==> config.mk <==
export PLATFORM = sky130hd
export DESIGN_NAME = ps2_key_event_rx
export DESIGN_NICKNAME = d
export VERILOG_FILES = /design/src/rtl/ps2_key_event_rx.sv
export SDC_FILE = /design/constraint.sdc
export NUM_CORES = 1
export LEC_CHECK = 0
export BUFFER_PORTS_ARGS = -buffer_cell sky130_fd_sc_hd__buf_2
export CAP_MARGIN = 40
export CORE_MARGIN = 3
export CORE_UTILIZATION = 45
export CTS_BUF_LIST = sky130_fd_sc_hd__clkbuf_16
export DETAILED_ROUTE_END_ITERATION = 6
export HOLD_SLACK_MARGIN = 0.05
export PLACE_DENSITY = 0.6
export SLEW_MARGIN = 20
export SYNTH_ARGS = -nofsm -noshare
export SYNTH_HDL_FRONTEND = slang
export SYNTH_SLANG_ARGS = --single-unit
==> constraint.sdc <==
create_clock -name CLOCK_50 -period 8.27 [get_ports CLOCK_50]
set_input_delay 0.827 -clock CLOCK_50 [delete_from_list [all_inputs] [get_ports CLOCK_50]]
set_output_delay 0.827 -clock CLOCK_50 [all_outputs]
set_load 0.02 [all_outputs]
==> src/rtl/ps2_key_event_rx.sv <==
// rtl/ps2_key_event_rx.sv - PS/2 keyboard receiver: frame check, E0/F0/E1 decode, event FIFO
module ps2_key_event_rx #(
    parameter int FIFO_DEPTH  = 8,
    parameter int FILTER_LEN  = 4,
    parameter int TIMEOUT_CYC = 5000
) (
    input  logic                            CLOCK_50,
    input  logic                            reset,
    input  logic                            PS2_CLK,
    input  logic                            PS2_DAT,
    output logic                            ev_valid,
    input  logic                            ev_ready,
    output logic [7:0]                      ev_code,
    output logic                            ev_ext,
    output logic                            ev_break,
    output logic [$clog2(FIFO_DEPTH):0]     fifo_level,
    output logic                            overflow,
    output logic                            err_pulse,
    output logic [7:0]                      err_count
);
    localparam int AW = $clog2(FIFO_DEPTH);
    localparam int LW = AW + 1;
    localparam int FW = $clog2(FILTER_LEN + 1);
    localparam int TW = $clog2(TIMEOUT_CYC + 1);
    localparam logic [FW-1:0] FLT_LAST   = FW'(FILTER_LEN - 1);
    localparam logic [TW-1:0] TO_LAST    = TW'(TIMEOUT_CYC - 1);
    localparam logic [LW-1:0] LEVEL_FULL = LW'(FIFO_DEPTH);

    typedef enum logic [1:0] {ST_IDLE, ST_SHIFT, ST_CHECK} state_t;

    logic          r_clk_s1, r_clk_s2, r_dat_s1, r_dat_s2;
    logic          r_clk_filt;
    logic [FW-1:0] r_filt_cnt;
    logic          w_fall;

    state_t        r_state, w_state_next;
    logic [3:0]    r_bit_cnt;
    logic [9:0]    r_shift;
    logic [TW-1:0] r_idle_cnt;
    logic          w_frame_ok, w_frame_err, w_timeout;

    logic          r_ext, r_brk;
    logic [2:0]    r_skip;
    logic [7:0]    w_byte;
    logic          w_push;
    logic [9:0]    w_push_data;

    logic [9:0]    r_mem [FIFO_DEPTH];
    logic [AW-1:0] r_wr_ptr, r_rd_ptr;
    logic [LW-1:0] r_level;
    logic          r_overflow, r_err_pulse;
    logic [7:0]    r_err_count;
    logic          w_full, w_pop, w_wr_en;
    logic [9:0]    w_head;

    // Synchronisers idle high so reset never looks like a falling edge.
    always_ff @(posedge CLOCK_50 or posedge reset) begin
        if (reset) begin
            r_clk_s1 <= 1'b1;
            r_clk_s2 <= 1'b1;
            r_dat_s1 <= 1'b1;
            r_dat_s2 <= 1'b1;
        end else begin
            r_clk_s1 <= PS2_CLK;
            r_clk_s2 <= r_clk_s1;
            r_dat_s1 <= PS2_DAT;
            r_dat_s2 <= r_dat_s1;
        end
    end

    always_ff @(posedge CLOCK_50 or posedge reset) begin
        if (reset) begin
            r_clk_filt <= 1'b1;
            r_filt_cnt <= '0;
        end else if (r_clk_s2 == r_clk_filt) begin
            r_filt_cnt <= '0;
        end else if (r_filt_cnt == FLT_LAST) begin
            r_clk_filt <= r_clk_s2;
            r_filt_cnt <= '0;
        end else begin
            r_filt_cnt <= r_filt_cnt + 1'b1;
        end
    end

    assign w_fall = r_clk_filt & ~r_clk_s2 & (r_filt_cnt == FLT_LAST);

    always_ff @(posedge CLOCK_50 or posedge reset) begin
        if (reset) r_state <= ST_IDLE;
        else       r_state <= w_state_next;
    end

    always_comb begin
        w_state_next = r_state;
        w_frame_ok   = 1'b0;
        w_frame_err  = 1'b0;
        w_timeout    = 1'b0;
        case (r_state)
            ST_IDLE: begin
                if (w_fall && !r_dat_s2) w_state_next = ST_SHIFT;
            end
            ST_SHIFT: begin
                if (w_fall) begin
                    if (r_bit_cnt == 4'd9) w_state_next = ST_CHECK;
                end else if (r_idle_cnt == TO_LAST) begin
                    w_timeout    = 1'b1;
                    w_state_next = ST_IDLE;
                end
            end
            ST_CHECK: begin
                w_state_next = ST_IDLE;
                // shift = {stop, parity, data}; odd parity over data+parity
                if ((^r_shift[8:0]) && r_shift[9]) w_frame_ok  = 1'b1;
                else                               w_frame_err = 1'b1;
            end
            default: w_state_next = ST_IDLE;
        endcase
    end

    always_ff @(posedge CLOCK_50 or posedge reset) begin
        if (reset) begin
            r_bit_cnt  <= '0;
            r_shift    <= '0;
            r_idle_cnt <= '0;
        end else if (r_state == ST_SHIFT) begin
            if (w_fall) begin
                r_shift    <= {r_dat_s2, r_shift[9:1]};
                r_bit_cnt  <= r_bit_cnt + 1'b1;
                r_idle_cnt <= '0;
            end else begin
                r_idle_cnt <= r_idle_cnt + 1'b1;
            end
        end else begin
            r_bit_cnt  <= '0;
            r_idle_cnt <= '0;
        end
    end

    assign w_byte      = r_shift[7:0];
    assign w_push_data = {r_ext, r_brk, w_byte};
    assign w_push      = w_frame_ok && (r_skip == 3'd0) &&
                         (w_byte != 8'hE0) && (w_byte != 8'hF0) && (w_byte != 8'hE1);

    always_ff @(posedge CLOCK_50 or posedge reset) begin
        if (reset) begin
            r_ext  <= 1'b0;
            r_brk  <= 1'b0;
            r_skip <= '0;
        end else if (w_frame_err || w_timeout) begin
            r_ext  <= 1'b0;
            r_brk  <= 1'b0;
            r_skip <= '0;
        end else if (w_frame_ok) begin
            if (r_skip != 3'd0)      r_skip <= r_skip - 1'b1;
            else if (w_byte == 8'hE0) r_ext  <= 1'b1;
            else if (w_byte == 8'hF0) r_brk  <= 1'b1;
            else if (w_byte == 8'hE1) r_skip <= 3'd7;
            else begin
                r_ext <= 1'b0;
                r_brk <= 1'b0;
            end
        end
    end

    assign w_full  = (r_level == LEVEL_FULL);
    assign w_pop   = ev_valid & ev_ready;
    assign w_wr_en = w_push & (~w_full | w_pop);
    assign w_head  = r_mem[r_rd_ptr];

    always_ff @(posedge CLOCK_50) begin
        if (w_wr_en) r_mem[r_wr_ptr] <= w_push_data;
    end

    always_ff @(posedge CLOCK_50 or posedge reset) begin
        if (reset) begin
            r_wr_ptr   <= '0;
            r_rd_ptr   <= '0;
            r_level    <= '0;
            r_overflow <= 1'b0;
        end else begin
            if (w_wr_en) r_wr_ptr <= r_wr_ptr + 1'b1;
            if (w_pop)   r_rd_ptr <= r_rd_ptr + 1'b1;
            if (w_wr_en && !w_pop)      r_level <= r_level + 1'b1;
            else if (!w_wr_en && w_pop) r_level <= r_level - 1'b1;
            if (w_push && w_full && !w_pop) r_overflow <= 1'b1;
        end
    end

    always_ff @(posedge CLOCK_50 or posedge reset) begin
        if (reset) begin
            r_err_pulse <= 1'b0;
            r_err_count <= '0;
        end else begin
            r_err_pulse <= w_frame_err | w_timeout;
            if ((w_frame_err || w_timeout) && r_err_count != 8'hFF)
                r_err_count <= r_err_count + 1'b1;
        end
    end

    // Head fields are masked so stale RAM never shows on an empty FIFO.
    assign ev_valid   = (r_level != '0);
    assign ev_code    = ev_valid ? w_head[7:0] : 8'h00;
    assign ev_break   = ev_valid & w_head[8];
    assign ev_ext     = ev_valid & w_head[9];
    assign fifo_level = r_level;
    assign overflow   = r_overflow;
    assign err_pulse  = r_err_pulse;
    assign err_count  = r_err_count;
endmodule

==> impl_metrics.csv <==
group,metric,value,unit
route,drt_iter0_drc,221,
sta,hold_viol,0,
sta,max_slew_margin,0.506,
sta,rsz0062_at_grt,"false",
yosys,synth-xor-area-share,0.0410,
die,coreArea,12900,µm²
die,start_util,0.473,
yosys,ys_types,50,
final_layout,design_area,7200,µm²
final_layout,layout.nets,497,
placement,dpl_cell_area,6530,µm²
pwr,leakage,0.00292,µW
final_layout,regArea,3960,µm²
cts,clk-insertion-delay-late,410,ps
yosys,synth_edf_count,80,
sta,fin_skew,7.80,ps
yosys,synth_top_area_share,0.393,
grt,grt-ovfl-total,0,
final_layout,drive_above_1_share,0.241,
final_layout,antennaDiodeCount,0,
final_layout,multi_input_area,2040,µm²
yosys,netlist_area,6110,µm²
placement,gp_congestion,0.753,
sta,finalSetupTns,0,ps
die,ios,30,
yosys,ys_warn_count,0,
yosys,synthSimpleGateAreaFrac,0.107,
sta,clock.fmax,281,MHz
yosys,synthArstFlopShare,0.437,
yosys,synth_top_family_by_area,"simple AND/OR/NAND/NOR gates",
route,num_vias,3394,
pwr,powerDensity,226,nW/µm²
yosys,syn-num-nets,446,
route,ant_nets,0,
final_layout,area_growth,17.8,%
cts,clkTransAtPathRegs,60,ps
grt,grt_pass1_wl,18.2,mm
yosys,synth_commonest_cells,"edfxtp_1, dfrtp_1, nor2_1, nand2_1, mux4_2",
cts,cts_setup_buffers,0,
yosys,synthAdderAreaFrac,0.0422,
worst_setup_path,worst_setup_path_start_kind,"register",
yosys,synth_compound_area_frac,0.0375,
route,dr.pass1.iters,4,
grt,grt_start_max_net_pins,63,
worst_setup_path,path_max_fanout,11,
grt,grt_use_total,0.162,
grt,grt_pass1_vias,3519,
sta,finalCritPeriodShare,0.431,
die,die_h,123,µm
flow_run,maxCapViolCount,0,
yosys,yosysSeqAreaShare,0.648,
sta,finalCriticalPeriod,3560,ps
sta,worst_slew_pin_slew,741,ps
hold_path,hold_start,"r_clk_s1$_DFF_PP1_",
worst_setup_path,cp.required,8560,ps
worst_setup_path,cp-end-kind,"register",
die,die_area,15000,µm²
yosys,synth_area_leaders,"edfxtp_1, dfrtp_1, mux4_2, ha_1, xnor2_1",
sta,slew_viol_final,0,
sta,finalSetupViolCount,0,
worst_setup_path,startpoint,"r_shift[6]$_DFFE_PP0P_",
route,drt_wl_total,10.9,mm
yosys,synthFlopType,"edfxtp_1",
hold_path,hp-class,"register to register",
yosys,ys_seq_elements,142,
yosys,muxShareOfSynthArea,0.103,
worst_setup_path,r2r_start,"r_shift[6]$_DFFE_PP0P_",
die,core.rowCount,41,
pwr,max-vdd-ir-drop,0.125,mV
placement,dp_hpwl,7.17,mm
final_layout,nFillCells,1072,
die,die_x,123,µm
cts,numCtsBuffers,17,
yosys,synth.largest_area_cell,"edfxtp_1",
yosys,avgSynthCellArea,14.5,µm²
worst_setup_path,crit_type,"register to register",
placement,port_buffers,29,
worst_setup_path,critPathArrivalTime,3860,ps
yosys,syn_inst,421,
cts,cts.repair.resized,0,
cts,cts-hold-fix-buffers,0,
grt,antenna_found_initial,0,
cts,htree_levels,4,
route,vias_per_cell,5.17,
route,routedWlPerCell,16.6,µm
route,drc_errors,0,
yosys,yosysMostFrequentCell,"edfxtp_1",
cts,clockBufferDepth,2,
cts,cts_tree,"yes",
cts,cts.sinks,142,
cts,root_buffer,"clkbuf_16",
run_status,outcome,"completed",
## worst paths after layout
| path | cells past startpoint | to | slack, ps |
|---|---|---|---|
| setup reg to reg | 14 | fifo_level[3]$_DFFE_PP0P_ | 4710 |
| min in group asynchronous | 3 | fifo_level[2]$_DFFE_PP0P_ | 370 |
| setup / recovery | 14 | fifo_level[3]$_DFFE_PP0P_ | 4710 |
| hold reg to reg | 0 | r_clk_s2$_DFF_PP1_ | 350 |
| hold / removal | 0 | r_clk_s2$_DFF_PP1_ | 350 |
| max in group asynchronous | 4 | r_clk_s1$_DFF_PP1_ | 7340 |
## kinds of logic (layout without fill, tap and decap cells)
kind of cell,Yosys count,count (layout)
AO/OA/AOI/OAI,38,38
XOR/XNOR,27,27
adder cells (fa/ha/maj),20,20
buffers and inverters,28,92
flip-flops,142,142
multiplexers,37,37
AND/OR/NAND/NOR,129,129
## cell type report
cell class,count,area share
Clock inverter,15,0.0304
Sequential cell,142,0.550
Clock buffer,17,0.0591
Timing Repair Buffer,43,0.0386
Multi-Input combinational cell,251,0.283
Tap cell,172,0.0299
Inverter,17,0.00887
## registers in the layout, indices dropped and copies added (netlist names), 2 cells and up
name        cells
r_shift        10
r_mem          80
r_skip          3
r_rd_ptr        3
r_filt_cnt      3
r_state         2
r_bit_cnt       4
r_idle_cnt     13
r_wr_ptr        3
err_count       8
fifo_level      4
## routing by layer
metal	global-route usage	vias up	routed length [µm]
li1	-	1649	-
met1	0.198	1684	4780
met2	0.277	47	5670
met3	0.0415	14	324
met4	0.0651	0	160
met5	0	-	0
## layout by cell type (no fill, tap or decap), drive strengths merged, types with 2 or more instances in the layout
| master | count |
|---|---|
| edfxtp | 80 |
| bufinv | 5 |
| nor2b | 3 |
| nand3b | 3 |
| nand2 | 33 |
| nor4 | 3 |
| nor3b | 3 |
| or3 | 4 |
| and3 | 2 |
| nor3 | 11 |
| or2 | 2 |
| clkinvlp | 4 |
| dfrtp | 57 |
| nand4 | 7 |
| nand3 | 9 |
| clkbuf | 17 |
| mux2 | 7 |
| nand2b | 5 |
| a21o | 2 |
| mux2i | 10 |
| mux4 | 20 |
| ha | 19 |
| a31oi | 2 |
| xor2 | 10 |
| o21ai | 16 |
| clkinv | 3 |
| xnor2 | 16 |
| buf | 43 |
| a21oi | 12 |
| nor2 | 37 |
| inv | 20 |
| dfstp | 5 |
## per-stage QoR
| step | total power, µW | util | cells | hold slack (ps) | worst slack (ps) |
|---|---|---|---|---|---|
| 6_report | 1620 | 0.557 | 657 | 351 | 4710 |
| 5_1_grt | 1680 | 0.557 | 657 | 358 | 4380 |
| 4_1_cts | 1640 | 0.555 | 656 | 351 | 4680 |
| 3_5_place_dp | 816 | 0.505 | 624 | 347 | 4710 |
| 3_3_place_gp | 815 | 0.502 | 621 | 347 | 4790 |
| 2_1_floorplan | 811 | - | 421 | 345 | 5040 |
## critical path, cell delays in order, from the launching register on
cell     delay, ps
dfrtp_1        490
ha_1           360
xnor3_1        380
xor2_1         210
nor3_1         450
nand2_1        160
inv_1          140
ha_1           200
inv_1           90
ha_1           280
a21o_1         180
a21oi_1        170
xnor2_1        130
nor2_1          60
xor2_1         140
## power by group
group          internal [µW]  switching (µW)  total (µW)
Sequential               756            6.73         762
Clock                    534             286         820
Combinational           14.4            26.5        40.9
Total                   1300             319        1620
(Power assumes the default switching activity.)
